--- src/rtl/run_ctrl_if.sv ---
// Run-control bundle between the external START/DONE pins, the core and the
// data-memory clear port. The master drives START/HALT; run_ctrl is the slave.
interface run_ctrl_if #(
    parameter int ADDR_W = 8,
    parameter int DATA_W = 8,
    parameter int CYC_W  = 16
);
    logic              start;
    logic              halt;
    logic              done;
    logic              cpu_rst;
    logic              cpu_en;
    logic              clr_we;
    logic [ADDR_W-1:0] clr_addr;
    logic [DATA_W-1:0] clr_data;
    logic              rf_clr;
    logic [CYC_W-1:0]  cycle_count;

    modport master (
        output start,
        output halt,
        input  done,
        input  cpu_rst,
        input  cpu_en,
        input  clr_we,
        input  clr_addr,
        input  clr_data,
        input  rf_clr,
        input  cycle_count
    );

    modport slave (
        input  start,
        input  halt,
        output done,
        output cpu_rst,
        output cpu_en,
        output clr_we,
        output clr_addr,
        output clr_data,
        output rf_clr,
        output cycle_count
    );
endinterface

--- src/rtl/run_ctrl.sv ---
// Run-control sequencer: holds the core in reset and sweeps data memory to
// zero while START is high, then runs the core until the decoder flags a
// halt, raising DONE and reporting how many cycles the run took.
// Every output is a flop, so nothing combinational reaches the pins.
module run_ctrl #(
    parameter int MEM_DEPTH = 256,
    parameter int ADDR_W    = 8,
    parameter int DATA_W    = 8,
    parameter int CYC_W     = 16
) (
    input  logic        clk,
    input  logic        rst_n,
    run_ctrl_if.slave   bus
);

    typedef enum logic [2:0] {
        IDLE,
        CLEAR,
        ARMED,
        RUN,
        FIN
    } state_e;

    localparam logic [ADDR_W-1:0] LAST_ADDR = ADDR_W'(MEM_DEPTH - 1);

    state_e            state_q;
    logic              done_q;
    logic              cpuRst_q;
    logic              cpuEn_q;
    logic              clrWe_q;
    logic              rfClr_q;
    logic [ADDR_W-1:0] clrAddr_q;
    logic [CYC_W-1:0]  cycleCount_q;

    logic [ADDR_W-1:0] clrAddr_d;
    logic [CYC_W-1:0]  cycleCount_d;

    // Next sweep address and the saturating run-cycle increment.
    always_comb begin
        clrAddr_d    = clrAddr_q + 1'b1;
        cycleCount_d = cycleCount_q;
        if (cycleCount_q != {CYC_W{1'b1}}) begin
            cycleCount_d = cycleCount_q + 1'b1;
        end
    end

    // Sequencer: each edge picks the next state and loads that state's outputs.
    always_ff @(posedge clk or negedge rst_n) begin
        if (!rst_n) begin
            state_q      <= IDLE;
            done_q       <= 1'b0;
            cpuRst_q     <= 1'b1;
            cpuEn_q      <= 1'b0;
            clrWe_q      <= 1'b0;
            rfClr_q      <= 1'b0;
            clrAddr_q    <= '0;
            cycleCount_q <= '0;
        end else begin
            case (state_q)
                IDLE: begin
                    if (bus.start) begin
                        state_q      <= CLEAR;
                        done_q       <= 1'b0;
                        cpuRst_q     <= 1'b1;
                        cpuEn_q      <= 1'b0;
                        clrWe_q      <= 1'b1;
                        rfClr_q      <= 1'b1;
                        clrAddr_q    <= '0;
                        cycleCount_q <= '0;
                    end
                end

                CLEAR: begin
                    rfClr_q <= 1'b0;
                    if (clrAddr_q == LAST_ADDR) begin
                        clrWe_q   <= 1'b0;
                        clrAddr_q <= '0;
                        if (bus.start) begin
                            state_q <= ARMED;
                        end else begin
                            state_q  <= RUN;
                            cpuRst_q <= 1'b0;
                            cpuEn_q  <= 1'b1;
                        end
                    end else begin
                        clrAddr_q <= clrAddr_d;
                    end
                end

                ARMED: begin
                    if (!bus.start) begin
                        state_q  <= RUN;
                        cpuRst_q <= 1'b0;
                        cpuEn_q  <= 1'b1;
                    end
                end

                RUN: begin
                    if (bus.start) begin
                        // Abort wins over a simultaneous halt.
                        state_q      <= CLEAR;
                        done_q       <= 1'b0;
                        cpuRst_q     <= 1'b1;
                        cpuEn_q      <= 1'b0;
                        clrWe_q      <= 1'b1;
                        rfClr_q      <= 1'b1;
                        clrAddr_q    <= '0;
                        cycleCount_q <= '0;
                    end else begin
                        cycleCount_q <= cycleCount_d;
                        if (bus.halt) begin
                            state_q <= FIN;
                            done_q  <= 1'b1;
                            cpuEn_q <= 1'b0;
                        end
                    end
                end

                FIN: begin
                    if (bus.start) begin
                        state_q      <= CLEAR;
                        done_q       <= 1'b0;
                        cpuRst_q     <= 1'b1;
                        cpuEn_q      <= 1'b0;
                        clrWe_q      <= 1'b1;
                        rfClr_q      <= 1'b1;
                        clrAddr_q    <= '0;
                        cycleCount_q <= '0;
                    end
                end

                default: begin
                    state_q      <= IDLE;
                    done_q       <= 1'b0;
                    cpuRst_q     <= 1'b1;
                    cpuEn_q      <= 1'b0;
                    clrWe_q      <= 1'b0;
                    rfClr_q      <= 1'b0;
                    clrAddr_q    <= '0;
                    cycleCount_q <= '0;
                end
            endcase
        end
    end

    assign bus.done        = done_q;
    assign bus.cpu_rst     = cpuRst_q;
    assign bus.cpu_en      = cpuEn_q;
    assign bus.clr_we      = clrWe_q;
    assign bus.clr_addr    = clrAddr_q;
    assign bus.clr_data    = {DATA_W{1'b0}};
    assign bus.rf_clr      = rfClr_q;
    assign bus.cycle_count = cycleCount_q;

endmodule
--- src/flat_wrapper.sv ---
// flat-port wrapper written by rule: the top's interface ports become plain ports
module run_ctrl_flat 
#(
    parameter int MEM_DEPTH = 256,
    parameter int ADDR_W    = 8,
    parameter int DATA_W    = 8,
    parameter int CYC_W     = 16
)
  (clk, rst_n, bus_start, bus_halt, bus_done, bus_cpu_rst, bus_cpu_en, bus_clr_we, bus_clr_addr, bus_clr_data, bus_rf_clr, bus_cycle_count);
  run_ctrl_if #(.ADDR_W(ADDR_W), .DATA_W(DATA_W), .CYC_W(CYC_W)) bus_i ();
  input  logic clk;
  input  logic rst_n;
  input wire logic [$bits(bus_i.start)-1:0] bus_start;
  input wire logic [$bits(bus_i.halt)-1:0] bus_halt;
  output wire logic [$bits(bus_i.done)-1:0] bus_done;
  output wire logic [$bits(bus_i.cpu_rst)-1:0] bus_cpu_rst;
  output wire logic [$bits(bus_i.cpu_en)-1:0] bus_cpu_en;
  output wire logic [$bits(bus_i.clr_we)-1:0] bus_clr_we;
  output wire logic [$bits(bus_i.clr_addr)-1:0] bus_clr_addr;
  output wire logic [$bits(bus_i.clr_data)-1:0] bus_clr_data;
  output wire logic [$bits(bus_i.rf_clr)-1:0] bus_rf_clr;
  output wire logic [$bits(bus_i.cycle_count)-1:0] bus_cycle_count;
  assign bus_i.start = bus_start;
  assign bus_i.halt = bus_halt;
  assign bus_done = bus_i.done;
  assign bus_cpu_rst = bus_i.cpu_rst;
  assign bus_cpu_en = bus_i.cpu_en;
  assign bus_clr_we = bus_i.clr_we;
  assign bus_clr_addr = bus_i.clr_addr;
  assign bus_clr_data = bus_i.clr_data;
  assign bus_rf_clr = bus_i.rf_clr;
  assign bus_cycle_count = bus_i.cycle_count;
  run_ctrl #(.MEM_DEPTH(MEM_DEPTH), .ADDR_W(ADDR_W), .DATA_W(DATA_W), .CYC_W(CYC_W)) u_core (.clk(clk), .rst_n(rst_n), .bus(bus_i));
endmodule
--- config.mk ---
export PLATFORM = sky130hd
export DESIGN_NAME = run_ctrl_flat
export DESIGN_NICKNAME = d
export VERILOG_FILES = /design/src/rtl/run_ctrl_if.sv /design/src/rtl/run_ctrl.sv /design/src/flat_wrapper.sv
export SDC_FILE = /design/constraint.sdc
export NUM_CORES = 1
export LEC_CHECK = 0
export ABC_CLOCK_PERIOD_IN_PS = 4300
export BUFFER_PORTS_ARGS = -buffer_cell sky130_fd_sc_hd__buf_2
export CORE_MARGIN = 4
export CORE_UTILIZATION = 35
export CTS_CLUSTER_DIAMETER = 40
export DETAILED_ROUTE_END_ITERATION = 7
export PLACE_DENSITY = 0.56
export RECOVER_POWER = 25
export SLEW_MARGIN = 20
export SYNTH_ARGS = -nofsm -noshare
export SYNTH_HDL_FRONTEND = slang
export SYNTH_SLANG_ARGS = --single-unit
--- constraint.sdc ---
create_clock -name clk -period 4.3 [get_ports clk]
set_input_delay 0.215 -clock clk [delete_from_list [all_inputs] [get_ports clk]]
set_output_delay 0.215 -clock clk [all_outputs]
set_load 0.01 [all_outputs]
* Word level (Yosys, flattened, before mapping)
Index checks and enable logic that the tools add are counted.
** Operators by class
- Add/sub/neg operators :: 2
- Equality and inequality tests :: 12
- Mux-type cells :: 30
- Bitwise operators :: 2
- Reduce and logical (&&, ||, !) cells :: 11
** Operator list (count)
- $mux 16 :: 3
- $pmux 16 s3 :: 1
- $pmux 8 s3 :: 1
- $add 16x1->16 const B :: 1
- $mux 8 :: 2
- $ne 16x16->1 const B :: 1
- $mux 3 :: 5
- $mux 1 :: 12
- $pmux 3 s4 :: 1
- $reduce_and 3->1 :: 4
- $pmux 1 s3 :: 3
- $add 8x1->8 const B :: 1
- $eq 8x8->1 const B :: 1
- $eq 3x2->1 const B :: 2
- $ne 2x1->1 const B :: 3
- $pmux 1 s4 :: 1
- $reduce_and 2->1 :: 2
- $reduce_and 4->1 :: 1
- $reduce_or 2->1 :: 2
- $eq 3x1->1 const B :: 1
- $eq 3x3->1 const B :: 1
- $logic_not 3->1 :: 1
- $ne 3x2->1 const B :: 1
- $ne 3x3->1 const B :: 1
- other kinds (4) :: 5
** Word-level totals
- Flip-flop bits (word level) :: 32
- Word-level logic and storage cells :: 65

* Depth between registers and ports, before layout
Gate-level depths: netlist of the first run.
- Depth after elaboration :: 4
- Gate-level depth with buffers :: 7
- Gate-level depth less buffers :: 5

* Least setup slack after synthesis of the first run
No wires, ideal clock.
- Kind :: reg2reg
- From :: reg u_core.cycleCount_q[0], in the netlist u_core.bus.cycle_count[0]
- To :: reg u_core.cycleCount_q[15], in the netlist u_core.bus.cycle_count[15]
- Arrival :: 1.926 ns
- Data required time :: 4.176 ns
- Path slack :: 2.250 ns
- Stages on the path, launching flop included :: 7
- Period minus slack after synthesis :: 2.050 ns
- Cells stage by stage :: dfrtp_1 > ha_1 > nand3_2 > or4_4 > buf_6 > and4_1 > a211o_1
** On the way
- Word-level cells in the longest chain between the ends :: 4
- Elaborated cells between the ends (all ways) :: 7
- Classes of those cells :: add/sub (1); eq/ne (2); mux (3); reduce/logical (1)
** RTL lines
- start, declared :: RTL line run_ctrl.sv:33 : logic [CYC_W-1:0] cycleCount_q;
- start signal, assigned :: RTL line run_ctrl.sv:110 : cycleCount_q <= cycleCount_d;
- $add 16x1->16 :: RTL line run_ctrl.sv:43 : cycleCount_d = cycleCount_q + 1'b1;
- $mux 16 :: RTL line run_ctrl.sv:42 : if (cycleCount_q != {CYC_W{1'b1}}) begin
- $mux 16 :: RTL line run_ctrl.sv:99 : if (bus.start) begin
- $pmux 16 s3 :: RTL line run_ctrl.sv:59 : case (state_q)
Several ways; a longest one is shown, not always the timed one. The select of a mux whose other input is x is not followed.
A chain may end at the register's enable or synchronous reset.

* Worst setup path in the final report of the first run
- From :: reg u_core.state_q[0]
- To :: reg u_core.clrAddr_q[7], in the netlist u_core.bus.clr_addr[7]
** On the way
- Word-level cells in the longest chain between the ends :: 4
- Elaborated cells between the ends (all ways) :: 10
- Classes of those cells :: eq/ne (5); mux (1); bitwise (1); reduce/logical (3)
** RTL lines
- start, declared :: RTL line run_ctrl.sv:26 : state_e state_q;
- start signal, assigned :: RTL line run_ctrl.sv:50 : state_q <= IDLE;
- start signal, assigned :: RTL line run_ctrl.sv:62 : state_q <= CLEAR;
- start signal, assigned :: RTL line run_ctrl.sv:79 : state_q <= ARMED;
- $eq 3x2->1 (tied with other cells) :: RTL line run_ctrl.sv:59
- $reduce_or 3->1 (no line)
- $ne 2x1->1 (no line)
- $reduce_and 2->1 (no line)
- end signal, assigned :: RTL line run_ctrl.sv:86 : clrAddr_q <= clrAddr_d;
- end, declared :: RTL line run_ctrl.sv:32 : logic [ADDR_W-1:0] clrAddr_q;
Several ways; a longest one is shown, not always the timed one.

==> summary.md, run 1 <==
| Metric | Value |
|---|---|
| Setup Buffers After CTS | 0 |
| Vias in the first global route | 1,561 |
| Worst ir drop on vdd | 0.2130 mV |
| CP endpoint kind | register |
| Starting Density | 36.88% |
| Final min period | 2463 ps |
| Final setup violation count | 0 |
| Total GRT Usage | 13.93% |
| Initial antenna violation count | 0 |
| Dominant synthesized flop cell | dfrtp_1 |
| DRT iter0 DRCs | 144 |
| Worst rel slew slack | -16.90% |
| Pwr Density | 509.3 nW/um^2 |
| HP Class | in -> reg |
| Largest net degree at the start of global routing | 33 |
| RSZ-0062 raised after global routing | no |
| First-pass GRT wire length | 8190 um |
| Reg clk slew, reported paths | 70 ps |
| Via/cell ratio | 5.498 |
| DR pass1 iterations | 4 |
| Power Total | 1.175 mW |
| Hold Fails Final Rpt | 0 |
| FF+latch count, synth | 32 |
| Vias | 1,798 |
| Static Leakage | 1.085 nW |
| Setup tns final | 0 ps |
| Clock Skew | 8.145 ps |
| Max Cap Viol | 1 |
| Synthesized netlist cell count | 228 |
| Register area share after synthesis | 38.54% |
| Syn avg cell area | 9.126 sq um |
| # clock sinks | 32 |
| Die width | 85.11 um |
| Yosys warning count | 0 |
| Fraction of the cycle the final worst path needs | 57.27% |
| Drt wl/cell | 14.93 um |
| Fillers | 580 |
| Area leader, netlist | dfrtp_1 |
| Post-synth EDFFs | 0 |
| Post-synth top area share | 37.28% |
| Most frequent cells in the layout | buf_2 (31), dfrtp_1 (31), nand2_1 (19), o21ai_0 (16), a21oi_1 (13) |
| Fin util | 40.90% |
| CTS Buffer Depth | 2 |
| Synth unique cells | 61 |
| Arr. time, crit path | 2670 ps |
| Setup crit start kind | register |
| Async set-or-reset flop fraction in the synthesized netlist | 100.0% |
| Grt total ovfl | 0 |
| Failing checks | capacitance limit, slew limit |
| DP HPWL | 3434 um |
| Area grow syn2layout | 10.88% |
| Ranking of synthesized cells by area | dfrtp_1 (37%), o21ai_0 (3.8%), nand2_1 (3.4%) |
| N_diodes | 0 |
| F_max | 0.4060 GHz |
| Cts hold-fix bufs | 0 |
| Worst-Margin Slew | 1753 ps |
| Setup Crit Path Kind | reg -> reg |
| Post-route DRC | 0 |
| Die Height | 85.11 um |
| Die area | 7243 sq um |
| IO Pins | 41 |
| Gp weighted congestion | 0.8258 |
| Status | complete, but fails checks |
| Cell Rows | 27 |
| # H-tree levels | 2 |
| Post-CTS sizing | 0 |
| Max FO, Critical Path | 19 |
| CTS Root Cell | clkbuf_8 |
| Worst skew pair latency | 280 ps |
| Synthesized area | 2081 sq um |
| Share of layout cells above drive strength 1 | 21.96% |
| Core area | 5642 sq um |
| Total CTS buffers | 5 |
| CTS tree | yes |
| Final Max Tran Viols | 33 |
| Final ANT Viol Nets | 0 |
| Final WL | 4882 um |
| Port buffer count | 32 |
| Final #Nets | 261 |
| CP Data Required Time | 4500 ps |
-- metal layers --
layer | up-vias | wire length [um] | global-route usage [%]
met1 | 845 | 2391 | 19.25
met2 | 42 | 2191 | 21.61
met4 | 0 | 52 | 4.317
met3 | 4 | 246 | 3.107
met5 | - | 0 | 0
li1 | 907 | - | -
-- cells by family (layout without fill, tap and decap cells) --
group	after synthesis	count (layout)	synth area share, %
xor+xnor	2	2	0.8420
other cells	1	8	0.1802
simple gates	84	84	24.11
compound gates	72	72	23.93
mux	6	6	2.947
buf+inv	29	49	8.237
flops	32	32	38.54
fa+ha+maj	2	2	1.202
-- layout make-up --
cell class                      count  area (sq um)  share of cell area (%)
Multi-Input combinational cell    174          1134                   49.13
Sequential cell                    32         802.0                   34.76
Timing Repair Buffer               34         173.9                   7.538
Tap cell                           72         90.09                   3.905
Clock buffer                        6         72.57                   3.145
Inverter                            8         30.03                   1.302
Clock inverter                      1         5.005                  0.2169
-- Yosys cell counts (6+ instances only) --
cell type / count
buf_4: 9
a21oi_1: 13
clkbuf_1: 6
o21ai_0: 16
inv_1: 8
a31oi_1: 11
nand3_1: 10
nand2_1: 19
dfrtp_1: 31
nor2_1: 12
-- state kept, by name, indices dropped and copies added (netlist names) --
| signal | cells |
|---|---|
| u_core.bus.cycle_count | 16 |
| u_core.bus.clr_we | 1 |
| u_core.bus.rf_clr | 1 |
| u_core.bus.clr_addr | 8 |
| u_core.bus.cpu_en | 1 |
| u_core.bus.done | 1 |
| u_core.state_q | 3 |
| u_core.bus.cpu_rst | 1 |
-- critical path, stage by stage (launching register included) --
cell and delay [ps]:
dfrtp_1 680, nand2b_1 350, a211oi_1 840, buf_4 280
nand3_1 80, mux2i_1 140
-- through the flow --
stage / hold slack [ps] / setup slack [ps] / instance area, sq um / std cells
floorplan: -80.59 / 2250 / 2107 / 235
global placement: 325.5 / 1964 / 2231 / 320
detailed placement: 334.1 / 1902 / 2231 / 320
CTS: 20.34 / 1862 / 2308 / 327
global route: 206.5 / 1640 / 2307 / 327
finish: 204.9 / 1837 / 2307 / 327
-- worst paths after layout --
path	from	end	slack, ps	cells past startpoint
hold reg to reg	u_core.bus.cpu_rst	u_core.bus.cpu_rst	510	2
hold / removal	bus_halt	u_core.state_q[2]	200	3
max in group asynchronous	rst_n	u_core.bus.cycle_count[5]	2900	1
min in group asynchronous	rst_n	u_core.bus.done	390	1
setup / recovery	u_core.state_q[0]	u_core.bus.clr_addr[7]	1840	5
setup reg to reg	u_core.state_q[0]	u_core.bus.clr_addr[7]	1840	5
-- power breakdown --
part	switching [mW]	internal, mW	total (mW)
logic	0.275	0.199	0.474
registers	0.113	0.365	0.479
clock network	0.113	0.110	0.223
total	0.500	0.675	1.18
(Power assumes the default switching activity.)
==> inputs of run 2 (changes only) <==
--- a/config.mk
+++ b/config.mk
@@ -5,7 +5,7 @@
 export SDC_FILE = /design/constraint.sdc
 export NUM_CORES = 1
 export LEC_CHECK = 0
-export ABC_CLOCK_PERIOD_IN_PS = 4300
+export ABC_CLOCK_PERIOD_IN_PS = 2400
 export BUFFER_PORTS_ARGS = -buffer_cell sky130_fd_sc_hd__buf_2
 export CORE_MARGIN = 4
 export CORE_UTILIZATION = 35
==> constraint.sdc (replaced) <==
create_clock -name clk -period 2.4 [get_ports clk]
set_input_delay 0.12 -clock clk [delete_from_list [all_inputs] [get_ports clk]]
set_output_delay 0.12 -clock clk [all_outputs]
set_load 0.01 [all_outputs]
==> run 2 against run 1 <==
The flow now finishes without violations. Global-route usage rose by 0.71 points. Die area stayed put. Via count rose by 3.7%. Sequential cell count unchanged. Largest power group is now combinational cells.
==> summary.md, run 2 (same netlist as run 1, synthesis figures left out) <==
| Metric | Value |
|---|---|
| # H-tree levels | 2 |
| Worst reg-to-reg path cell count | 5 |
| Seq. cell area | 802.0 sq um |
| Post-route DRC | 0 |
| Total GRT Usage | 14.64% |
| Setup crit start kind | register |
| Setup tns final | 0 ps |
| DP Cell Count | 330 |
| Final Max Tran Viols | 0 |
| Die width | 85.11 um |
| F_max | 0.4729 GHz |
| Finished Cell Area | 2380 sq um |
| Initial antenna violation count | 0 |
| Final WL | 5150 um |
| DR pass1 iterations | 4 |
| Worst rel slew slack | 50.14% |
| Worst ir drop on vdd | 0.5010 mV |
| Gp weighted congestion | 0.8069 |
| Hold path startpoint | bus_halt |
| CTS Buffer Depth | 2 |
| Grt met3 use | 2.913% |
| CP endpoint kind | register |
| Cell Rows | 27 |
| Final setup violation count | 0 |
| Area grow syn2layout | 14.37% |
| Register-to-register path setup slack | 290 ps |
| Grt total ovfl | 0 |
| Vias | 1,864 |
| Final #Nets | 272 |
| R2R Path End | u_core.bus.cycle_count[0] |
| Non-Filler Instances | 339 |
| DP HPWL | 3629 um |
| Worst-Margin Slew | 747.8 ps |
| Hold Fails Final Rpt | 0 |
| Core area | 5642 sq um |
| Hold_ws | 110.3 ps |
| Largest net degree at the start of global routing | 33 |
| Status | finished clean |
| Setup Crit Path Kind | reg -> reg |
| Fillers | 566 |
| Starting Density | 36.88% |
| Power Total | 2.218 mW |
| DRT iter0 DRCs | 128 |
| CTS Root Cell | clkbuf_8 |
| First-pass GRT wire length | 8562 um |
| Pwr Density | 932.2 nW/um^2 |
| CP Data Required Time | 2620 ps |
| Die Height | 85.11 um |
| # clock sinks | 32 |
| Max Cap Viol | 0 |
| Static Leakage | 1.061 nW |
| RSZ-0062 raised after global routing | no |
| Most common cell after layout, fill and taps aside | dfrtp_1 |
| Reg clk slew, reported paths | 70 ps |
| CTS tree | yes |
| Fin util | 42.18% |
| Fraction of the cycle the final worst path needs | 88.11% |
| Setup Buffers After CTS | 0 |
| Setup ws final | 285.3 ps |
| Max FO, Critical Path | 9 |
| N_diodes | 0 |
| Via/cell ratio | 5.499 |
| Most frequent cells in the layout | dfrtp_1 (31), clkbuf_1 (23), nand2_1 (19), o21ai_0 (16), a21oi_1 (13) |
| Hold Path Depth | 3 |
| Share of layout cells above drive strength 1 | 16.85% |
| Met2 usage | 21.96% |
| IO Pins | 41 |
| R2R Path Start | u_core.bus.cycle_count[0] |
| Area of the multi-input gates | 1134 sq um |
| Pre-CTS worst setup slack | 305.5 ps |
| Port buffer count | 32 |
| Drt wl/cell | 15.19 um |
| Global Route met1 Usage | 21.06% |
| HP Class | in -> reg |
| Busiest layer in global routing | met2 |
| Hold endpoint | u_core.state_q[2] |
| Clock Skew | 6.429 ps |
| Total CTS buffers | 5 |
| Max reg flops | 16 |
| Arr. time, crit path | 2330 ps |
| Final ANT Viol Nets | 0 |
| Vias in the first global route | 1,615 |
| Placed cell areas | 2306 sq um |
| Worst skew pair latency | 280 ps |
| Die area | 7243 sq um |
| Final min period | 2115 ps |
run 2: cell types whose count changed in the layout (fill, tap and decap cells not counted):
| cell | before | now |
|---|---|---|
| clkbuf_1 | 2 | 23 |
| buf_2 | 31 | 11 |
| buf_4 | 2 | 12 |
| clkbuf_8 | 5 | 6 |
| clkinv_2 | 1 | 0 |
| dfstp_1 | 0 | 1 |
| dfstp_2 | 1 | 0 |
| dlygate4sd3_1 | 0 | 1 |
run 2: worst max-delay path, stage by stage (launching register included):
cell and delay (ps):
dfrtp_1 430, ha_1 240, nand3_2 190, or3_2 580
o31ai_4 370, mux2_2 240
run 2: worst max-delay path by stage:
| stage | from | slack [ps] | endpoint | cells after the start |
|---|---|---|---|---|
| CTS | u_core.bus.cycle_count[0] | 290 | u_core.bus.cycle_count[0] | 5 |
| global route | u_core.bus.cycle_count[1] | 180 | u_core.bus.cycle_count[0] | 5 |
| global placement | u_core.bus.cycle_count[0] | 360 | u_core.bus.cycle_count[15] | 5 |
| detailed placement | u_core.bus.cycle_count[1] | 310 | u_core.bus.cycle_count[0] | 5 |
| finish | u_core.bus.cycle_count[0] | 290 | u_core.bus.cycle_count[0] | 5 |
| floorplan | u_core.bus.cycle_count[0] | 350 | u_core.bus.cycle_count[15] | 6 |
run 2: layout make-up:
| type | instances | share of cell area (%) |
|---|---|---|
| multi-input combinational | 174 | 47.63 |
| sequential | 32 | 33.70 |
| timing repair buffer | 45 | 9.832 |
| clock buffer | 8 | 3.785 |
| tap | 72 | 3.785 |
| inverter | 8 | 1.262 |
run 2: power breakdown:
part	internal (mW)	switching, mW
sequential	0.654	0.148
combinational	0.413	0.575
clock	0.234	0.195
total	1.30	0.917
run 2: routing by layer:
layer | up-vias | wire length (um)
met5 | - | 0
met4 | 0 | 66
met3 | 6 | 234
met2 | 42 | 2380
met1 | 886 | 2468
li1 | 930 | -
run 2: what timing repair did:
action	in CTS	in global routing
hold buffers	1	0
endpoints found under the hold margin	31	0
resized for setup	0	0
